--- config.mk ---
export PLATFORM = sky130hd
export DESIGN_NAME = ldpc_enc_frame_ctrl
export DESIGN_NICKNAME = d
export VERILOG_FILES = /design/src/rtl/ldpc_enc_ctrl_pkg.sv /design/src/rtl/ldpc_enc_frame_cnt.sv /design/src/rtl/ldpc_enc_frame_ctrl.sv
export SDC_FILE = /design/constraint.sdc
export NUM_CORES = 1
export LEC_CHECK = 0
export ABC_AREA = 1
export CAP_MARGIN = 0
export CORE_ASPECT_RATIO = 0.8
export CORE_UTILIZATION = 60
export CTS_CLUSTER_SIZE = 12
export DETAILED_ROUTE_END_ITERATION = 6
export DONT_BUFFER_PORTS = 1
export PLACE_DENSITY = 0.74
export SKIP_LAST_GASP = 1
export SYNTH_ARGS = -nofsm -noshare
export SYNTH_HDL_FRONTEND = slang
export SYNTH_SLANG_ARGS = --single-unit
--- constraint.sdc ---
create_clock -name iclk -period 1.9 [get_ports iclk]
set_input_delay 0.38 -clock iclk [delete_from_list [all_inputs] [get_ports iclk]]
set_output_delay 0.38 -clock iclk [all_outputs]
set_load 0.02 [all_outputs]
--- src/rtl/ldpc_enc_ctrl_pkg.sv ---
// Shared definitions for the LDPC encoder frame sequencer: state codes,
// a ceiling-log2 helper and the default counter widths.
package ldpc_enc_ctrl_pkg;

    // Frame sequencer states
    localparam logic [1:0] ST_IDLE = 2'd0;
    localparam logic [1:0] ST_DATA = 2'd1;
    localparam logic [1:0] ST_PAR  = 2'd2;
    localparam logic [1:0] ST_GAP  = 2'd3;

    typedef logic [1:0] state_t;

    // Bits needed to hold 0..n-1 (never less than one bit)
    function automatic int clogb2(input int n);
        int r;
        r = 32'sd1;
        for (int i = 32'sd1; i < 32'sd31; i++) begin
            if ((32'sd1 << i) < n) begin
                r = i + 32'sd1;
            end else begin
                r = r;
            end
        end
        return r;
    endfunction

    localparam int DATA_NUM_DEF = 32'sd36;
    localparam int PAR_NUM_DEF  = 32'sd36;
    localparam int DCNT_W_DEF   = clogb2(DATA_NUM_DEF);
    localparam int PCNT_W_DEF   = clogb2(PAR_NUM_DEF);

endpackage

--- src/rtl/ldpc_enc_frame_cnt.sv ---
// Generic frame counter: synchronous load, increment enable and a
// terminal-count flag. Frozen while i_clkena is low.
module ldpc_enc_frame_cnt #(
    parameter int pW  = 6,
    parameter int pTC = 35
) (
    input  logic          i_clk,
    input  logic          i_rst_n,
    input  logic          i_clkena,
    input  logic          i_load,
    input  logic [pW-1:0] i_load_val,
    input  logic          i_inc,
    output logic          o_tc
);
    localparam logic [pW-1:0] TC_V = pW'(pTC);
    localparam logic [pW-1:0] ONE  = pW'(1);

    logic [pW-1:0] r_cnt;

    // Load takes priority over increment; hold otherwise
    always_ff @(posedge i_clk or negedge i_rst_n) begin
        if (!i_rst_n) begin
            r_cnt <= {pW{1'b0}};
        end else if (i_clkena) begin
            if (i_load) begin
                r_cnt <= i_load_val;
            end else if (i_inc) begin
                r_cnt <= r_cnt + ONE;
            end else begin
                r_cnt <= r_cnt;
            end
        end
    end

    assign o_tc = (r_cnt == TC_V);

endmodule

--- src/rtl/ldpc_enc_frame_ctrl.sv ---
// Frame sequencer in front of the on-fly LDPC encoder. Forwards pDATA_NUM
// payload words, then generates pPAR_NUM filler-valid cycles for parity,
// with sop/eop/eof strobes. Everything advances only on iclkena & ienc_rdy.
// Optional macro LDPC_ENC_CTRL_B2B_EN: skip the idle cycle after eof so the
// next frame's sop can follow eof immediately.
module ldpc_enc_frame_ctrl #(
    parameter int pDAT_W    = 8,
    parameter int pTAG_W    = 4,
    parameter int pDATA_NUM = 36,
    parameter int pPAR_NUM  = 36
) (
    input  logic              iclk,
    input  logic              ireset,
    input  logic              iclkena,
    input  logic              isop,
    input  logic              ival,
    input  logic [pTAG_W-1:0] itag,
    input  logic [pDAT_W-1:0] idat,
    output logic              ordy,
    input  logic              ienc_rdy,
    output logic              oenc_sop,
    output logic              oenc_eop,
    output logic              oenc_eof,
    output logic              oenc_val,
    output logic [pTAG_W-1:0] oenc_tag,
    output logic [pDAT_W-1:0] oenc_dat,
    output logic              obusy,
    output logic              oerr
);
    import ldpc_enc_ctrl_pkg::*;

    localparam int DCNT_W = clogb2(pDATA_NUM);
    localparam int PCNT_W = clogb2(pPAR_NUM);
    // The sop word is already the first payload word, so dcnt starts at 1
    localparam logic [DCNT_W-1:0] DCNT_START = DCNT_W'(1);
    localparam logic [PCNT_W-1:0] PCNT_START = {PCNT_W{1'b0}};

    state_t              r_state;
    logic                r_val, r_sop, r_eop, r_eof, r_busy, r_err;
    logic [pTAG_W-1:0]   r_tag;
    logic [pDAT_W-1:0]   r_dat;

    state_t              w_state_nxt;
    logic                w_val_nxt, w_sop_nxt, w_eop_nxt, w_eof_nxt, w_err;
    logic [pTAG_W-1:0]   w_tag_nxt;
    logic [pDAT_W-1:0]   w_dat_nxt;
    logic                w_adv, w_rdy, w_acc;
    logic                w_dload, w_dinc, w_dtc;
    logic                w_pload, w_pinc, w_ptc;

    assign w_adv = iclkena & ienc_rdy;
    // Ready is held low while reset is active so nothing is accepted then
    assign w_rdy = ireset & w_adv & ((r_state == ST_IDLE) | (r_state == ST_DATA));
    assign w_acc = ival & w_rdy;

    // Next-state, next-output and counter control decode
    always_comb begin
        w_state_nxt = r_state;
        w_val_nxt   = 1'b0;
        w_sop_nxt   = 1'b0;
        w_eop_nxt   = 1'b0;
        w_eof_nxt   = 1'b0;
        w_tag_nxt   = r_tag;
        w_dat_nxt   = {pDAT_W{1'b0}};
        w_err       = 1'b0;
        w_dload     = 1'b0;
        w_dinc      = 1'b0;
        w_pload     = 1'b0;
        w_pinc      = 1'b0;
        case (r_state)
            ST_IDLE: begin
                if (w_acc) begin
                    if (isop) begin
                        w_sop_nxt   = 1'b1;
                        w_val_nxt   = 1'b1;
                        w_dat_nxt   = idat;
                        w_tag_nxt   = itag;
                        w_dload     = 1'b1;
                        w_state_nxt = ST_DATA;
                    end else begin
                        w_err = 1'b1;
                    end
                end else begin
                    w_err = 1'b0;
                end
            end
            ST_DATA: begin
                if (w_acc) begin
                    if (isop) begin
                        w_err = 1'b1;
                    end else begin
                        w_val_nxt = 1'b1;
                        w_dat_nxt = idat;
                        if (w_dtc) begin
                            w_eop_nxt   = 1'b1;
                            w_pload     = 1'b1;
                            w_state_nxt = ST_PAR;
                        end else begin
                            w_dinc = 1'b1;
                        end
                    end
                end else begin
                    w_val_nxt = 1'b0;
                end
            end
            ST_PAR: begin
                if (w_adv) begin
                    w_val_nxt = 1'b1;
                    if (w_ptc) begin
                        w_eof_nxt = 1'b1;
`ifdef LDPC_ENC_CTRL_B2B_EN
                        w_state_nxt = ST_IDLE;
`else
                        w_state_nxt = ST_GAP;
`endif
                    end else begin
                        w_pinc = 1'b1;
                    end
                end else begin
                    w_val_nxt = 1'b0;
                end
            end
            ST_GAP: begin
                if (w_adv) begin
                    w_state_nxt = ST_IDLE;
                end else begin
                    w_state_nxt = ST_GAP;
                end
            end
            default: begin
                w_state_nxt = ST_IDLE;
            end
        endcase
    end

    // Payload word counter
    ldpc_enc_frame_cnt #(.pW(DCNT_W), .pTC(pDATA_NUM - 1)) u_dcnt (
        .i_clk      (iclk),
        .i_rst_n    (ireset),
        .i_clkena   (iclkena),
        .i_load     (w_dload),
        .i_load_val (DCNT_START),
        .i_inc      (w_dinc),
        .o_tc       (w_dtc)
    );

    // Parity cycle counter
    ldpc_enc_frame_cnt #(.pW(PCNT_W), .pTC(pPAR_NUM - 1)) u_pcnt (
        .i_clk      (iclk),
        .i_rst_n    (ireset),
        .i_clkena   (iclkena),
        .i_load     (w_pload),
        .i_load_val (PCNT_START),
        .i_inc      (w_pinc),
        .o_tc       (w_ptc)
    );

    // State and encoder-side outputs, frozen whenever the encoder stalls
    always_ff @(posedge iclk or negedge ireset) begin
        if (!ireset) begin
            r_state <= ST_IDLE;
            r_val   <= 1'b0;
            r_sop   <= 1'b0;
            r_eop   <= 1'b0;
            r_eof   <= 1'b0;
            r_tag   <= {pTAG_W{1'b0}};
            r_dat   <= {pDAT_W{1'b0}};
            r_busy  <= 1'b0;
        end else if (w_adv) begin
            r_state <= w_state_nxt;
            r_val   <= w_val_nxt;
            r_sop   <= w_sop_nxt;
            r_eop   <= w_eop_nxt;
            r_eof   <= w_eof_nxt;
            r_tag   <= w_tag_nxt;
            r_dat   <= w_dat_nxt;
            r_busy  <= (w_state_nxt != ST_IDLE);
        end
    end

    // Protocol error pulse; cleared on any enabled cycle without an error
    always_ff @(posedge iclk or negedge ireset) begin
        if (!ireset) begin
            r_err <= 1'b0;
        end else if (iclkena) begin
            r_err <= w_err;
        end
    end

    assign ordy     = w_rdy;
    assign oenc_val = r_val;
    assign oenc_sop = r_sop;
    assign oenc_eop = r_eop;
    assign oenc_eof = r_eof;
    assign oenc_tag = r_tag;
    assign oenc_dat = r_dat;
    assign obusy    = r_busy;
    assign oerr     = r_err;

endmodule

==> flow_metrics.py <==
metrics = {
    "worst_setup_path": {
        "crit_slowest_cell": "dfrtp_1",
        "worst_path_dominant_cell_family": "flip-flops",
        "arrival_ns": 1.32,
        "crit_buf_inv": 2,
        "cp_data_required_time_ns": 1.52,
        "crit_path_cell_trace": "inv_1, nand2_1, nor2_2, buf_4",
        "critPathMaxStageDelay_ns": 0.46,
        "critPathLaunchType": "flop",
        "critPathCaptureType": "primary output",
        "path_max_fanout": 5,
        "path_class": "flop to primary output",
    },
    "die": {
        "core.rowCount": 16,
        "die_area_um2": 2842,
        "floorplan.io_pins": 37,
        "initial_utilization_pct": 64.13,
        "core_region_area_um2": 2462,
        "fp.dieH_um": 47.89,
        "die-width_um": 59.36,
    },
    "place": {
        "buffer_ports.inserted": 0,
        "dpl_cell_area_um2": 1630,
        "globalplace.congestion": 0.7933,
        "placement.setup.worst_slack_ns": 0.2742,
        "post-dp-hpwl_um": 2201,
    },
    "detailed_routing": {
        "drt_pass1_iterations": 4,
        "detail_route.vias_per_cell": 5.294,
        "initialDrtViolationCount": 96,
        "drc": 0,
        "antenna_left": 0,
        "via_count": 1223,
        "wl_um": 3102,
        "wl_per_cell_um": 13.43,
    },
    "clocking": {
        "postCtsHoldBufs": 2,
        "cts.clk_slew.worst_paths_ns": 0.10,
        "tritoncts": "yes",
        "root_buffer": "clkbuf_4",
        "cts_num_sinks": 32,
        "clk-insertion-delay-late_ns": 0.33,
        "cts_inserted_buffers": 5,
        "htree_num_levels": 2,
        "post_cts.repair.setup_buffers": 0,
        "cts-root-to-sink-buffers": 2,
        "post_cts_resize_count": 0,
    },
    "timing": {
        "min_period_ns": 1.704,
        "finalHoldWorstSlack_ns": 0.1571,
        "timing.fmax_mhz": 586.7,
        "finalSetupViolCount": 0,
        "min_period_over_period_pct": 89.70,
        "timing.final.ws_setup_ns": 0.1956,
        "slew-limit-headroom_pct": 60.19,
        "final-max-slew-violation-count": 0,
        "rsz0062_at_grt": "false",
        "finalHoldViolations": 0,
        "finalClockSkew_ns": 0.01590,
        "worst_slew_pin_slew_ns": 0.5950,
        "finalSetupTns_ns": 0,
    },
    "logic_synthesis": {
        "ys_async_sr_fraction_pct": 100.0,
        "post_synth_instance_area_um2": 1579,
        "number_of_flops_mapped_to_enable_cells_by_yosys": 0,
        "synth.avg_cell_area_um2": 8.535,
        "postSynth.topFlopCell": "dfrtp_1",
        "post_synthesis_sequential_area_ratio_pct": 50.71,
        "mapped_nets": 205,
        "syn_inst": 185,
        "synth_seq_cells": 32,
        "yosys.cell_types.count": 25,
        "ys_warn_count": 0,
    },
    "pwr": {
        "power_frac_comb_pct": 19.4,
        "cell_internal_pwr_mw": 1.335,
        "clock_power_share_pct": 28.1,
        "ir_worst_vdd_uv": 694.1,
        "power.switching_fraction_pct": 34.64,
        "total_power_mw": 2.043,
        "pwr-share-seq_pct": 52.5,
        "power.switching_mw": 0.7076,
        "powerDensity_nw_per_um2": 1164,
        "standby_leakage_power_nw": 0.9444,
    },
    "finish": {
        "filler_cell_count": 201,
        "finish.net_count": 214,
        "area_growth_pct": 11.17,
        "final_layout_size_suffix_gt1_share_pct": 15.38,
        "postLayoutCellArea_um2": 1755,
        "antenna-diode-count": 0,
        "final_cell_mix": "51 x nand2_1, 32 x dfrtp_1, 24 x inv_1, 24 x nand3_1, 14 x nor2_1",
        "layout.cells.most_common": "nand2_1",
    },
    "grt": {
        "grt_first_pass_wirelength_um": 4850,
        "grt_use_total_pct": 24.10,
        "grt_max_degree": 33,
        "grt_remaining_overflow": 0,
        "grt_pass1_vias": 1117,
        "antenna_found_initial": 0,
    },
    "status": {
        "outcome": "complete, no violations",
    },
    "worst_hold_path": {
        "timing.hold.worst.class": "input pin to flop",
    },
    "job": {
        "maxCapViolations": 0,
    },
}
metrics by stage:
step	std cells	utilization, %
after global placement	221	66.21
after global routing	231	71.29
after detailed placement	221	66.21
after floorplan	185	-
final	231	71.29
after CTS	231	71.29
power by group through the flow:
stage / combinational [mW] / clock, mW / sequential [mW]
floorplan: 0.312 / 0 / 1.05
global placement: 0.352 / 0 / 1.07
detailed placement: 0.376 / 0 / 1.09
CTS: 0.401 / 0.579 / 1.07
global route: 0.461 / 0.602 / 1.10
finish: 0.396 / 0.574 / 1.07
kinds of logic after synthesis:
| group | synth area share (%) |
|---|---|
| simple gates | 31.06 |
| flops | 50.71 |
| buf+inv | 6.735 |
| compound gates | 5.467 |
| xor+xnor | 4.438 |
| fa+ha+maj | 1.585 |
synth_stat cells (all sizes together), types with 2 or more instances:
cell type   n  area [um^2]
nor3        3        26.28
ha          2        25.02
inv        26        97.60
o21ai       9        67.56
nand2      53        203.9
nor2       16        65.06
xor2        7        61.31
dfrtp      32        800.8
nand4       3        31.28
nand3      27        157.7
worst paths after layout:
path / depth (start not counted) / startpoint / slack [ns] / end
worst max-delay path: 4 / r_state[1] / 0.20 / ordy
worst min-delay path: 2 / idat[5] / 0.16 / oenc_dat[5]
worst max register to register: 6 / r_state[1] / 0.31 / u_pcnt.r_cnt[1]
worst min register to register: 2 / u_pcnt.r_cnt[1] / 0.52 / u_pcnt.r_cnt[1]
max in group asynchronous: 2 / ireset / 1.22 / oerr
min in group asynchronous: 2 / ireset / 0.49 / obusy
sequential cells by signal (all words and copies together), names as in the netlist:
register      cells
u_pcnt.r_cnt      6
oerr              1
oenc_val          1
oenc_eof          1
u_dcnt.r_cnt      6
oenc_sop          1
oenc_dat          8
oenc_tag          4
oenc_eop          1
obusy             1
r_state           2
per-layer routing:
metal  GRT usage (%)  up-vias  wire length, um
met5               0        -                0
met4           8.571        0               53
met3           8.919        9              221
met1           28.99      567             1343
li1                -      607                -
met2           40.67       40             1484
area by class of cell:
cell class	instances	area, um^2	area share (%)
clock buffers	7	65.06	3.706
clock inverters	1	30.03	1.711
inverters	26	97.59	5.560
multi-input cells	125	671.9	38.28
flip-flops and latches	32	800.8	45.62
well taps	36	45.04	2.566
repair buffers	4	45.04	2.566
(Power assumes the default switching activity.)
==> patch, RTL diff (same flow settings) <==
Change the parameter `pDATA_NUM` from 36 to 72.
--- a/src/rtl/ldpc_enc_frame_ctrl.sv
+++ b/src/rtl/ldpc_enc_frame_ctrl.sv
@@ -6,7 +6,7 @@
 module ldpc_enc_frame_ctrl #(
     parameter int pDAT_W    = 8,
     parameter int pTAG_W    = 4,
-    parameter int pDATA_NUM = 36,
+    parameter int pDATA_NUM = 72,
     parameter int pPAR_NUM  = 36
 ) (
     input  logic              iclk,
Check against the original RTL: same outputs for any inputs over 10 cycles, from zero or initial values and one cycle with ireset low; that may be too few to reach the edited logic, so the function may still have changed.
==> patch against the unedited design <==
- register-to-register slack worse by 0.08 ns
- worst setup slack better by 0.022 ns
- synthesized area up 1.8%
- total power down 5.8%
- cell count up 5.6%
- sequential cell count up 1
- utilization up 0.94 points
- routed wire length up 3.9%
- cell area up 2.1%
- synthesized cell count up 5.9%
- critical path type unchanged
==> patch: results (changes against the unedited design) <==
[run_status]
status=finished, final reports clean

[worst_setup_path]
rr_worst_depth=8  ; +2
rrSetupSlack_ns=0.23  ; -0.08 ns
r2r_start=u_dcnt.r_cnt[0]
slowest_delay_ns=0.44  ; -0.02 ns
cp_data_arrival_time_ns=1.30  ; -0.02 ns
reg2reg_to=u_pcnt.r_cnt[2]

[drt]
drtIter0Drc=97  ; +1.0%
vias_per_cell=5.221  ; -1.4%
met2_length_mm=1.500  ; +1.1%
wl_per_cell_um=13.21  ; -1.6%
wl_met3_um=249  ; +13%

[worst_hold_path]
min_to=oerr
min_from=iclkena
hold-path-cell-count=1  ; -1

[sta]
relSlewSlack=0.7488  ; +0.1470
skew_ns=0.004332  ; -0.01157 ns

[grt]
grt_pass1_vias=1250  ; +12%
grt_use_total=0.2642  ; +0.02321
met3_usage=0.06684  ; -0.02234
grt_pass1_wl_mm=5.589  ; +15%
grt_max_degree=34  ; +3.0%
grtUsageMet1=0.3423  ; +0.05241

[placed_design]
gp_congestion=0.7938  ; about the same
placed_cell_area_um2=1674  ; +2.7%
placedCellCount=234  ; +5.9%
dp_hpwl_mm=2.201  ; about the same

[synthesis]
avgSynthCellArea_um2=8.203  ; -3.9%
synthXorXnorAreaFrac=0.04903  ; +0.004653
synth.top_cells.by_area=dfrtp_1, nand2_1, nand3_1, inv_1, xor2_1
syn-num-nets=216  ; +5.4%
synthMuxAreaShare=0.006226  ; +0.006226
synth-compound-area-share=0.04514  ; -0.009539
synthDistinctLibCells=26  ; +4.0%
ys_top_cells_by_count=nand2_1, dfrtp_1, nand3_1

[final_layout]
fillerInstances=203  ; +1.0%
final_cells=244  ; +5.6%
layout-drive-gt1-share=0.1298  ; -0.02404

[clock_network]
clock_latency_ns=0.35  ; +0.02 ns

[power]
max-vdd-ir-drop_v=0.0006556  ; -5.5%

==> patch: changes by cell type in the layout (fill, tap and decap cells not counted), sizes merged, moves of 2 or more <==
cell   before  now
buf         3    5
nand2      53   64
nand3      27   24
nor2       16   14
==> patch: worst max-delay path by stage <==
stage,startpoint,cells after the start,to
finish,r_state[1],3,ordy
detailed placement,u_dcnt.r_cnt[0],8,u_pcnt.r_cnt[1]
floorplan,r_state[1],6,u_dcnt.r_cnt[2]
global route,u_dcnt.r_cnt[0],8,u_pcnt.r_cnt[2]
CTS,r_state[1],3,ordy
global placement,u_dcnt.r_cnt[0],8,u_pcnt.r_cnt[2]
==> patch: stage by stage <==
stage | hold WS, ns | util | worst slack [ns]
2_1_floorplan | 0.08441 | - | 0.4390
3_3_place_gp | 0.08513 | 0.6744 | 0.3624
3_5_place_dp | 0.08512 | 0.6744 | 0.3052
4_1_cts | 0.1173 | 0.7223 | 0.2001
5_1_grt | 0.1244 | 0.7223 | 0.09931
6_report | 0.1232 | 0.7223 | 0.2174
==> patch: worst register-to-register path: stages (launching register included) <==
cell,delay [ns]
dfrtp_1,0.40
ha_1,0.21
nand3_1,0.09
nor2_1,0.28
nand4_2,0.22
nand2_1,0.18
inv_2,0.07
nand2_1,0.07
nand2_1,0.05
==> patch: final cells by class <==
cell class / count / area share
flip-flops and latches: 33 / 0.4606
multi-input cells: 135 / 0.3768
inverters: 26 / 0.05443
repair buffers: 6 / 0.03350
clock buffers: 6 / 0.02861
well taps: 36 / 0.02512
clock inverters: 2 / 0.02094
==> patch: report_power, final <==
part / switching [uW] / internal (uW)
Sequential: 189 / 836
Clock: 249 / 312
Combinational: 203 / 136
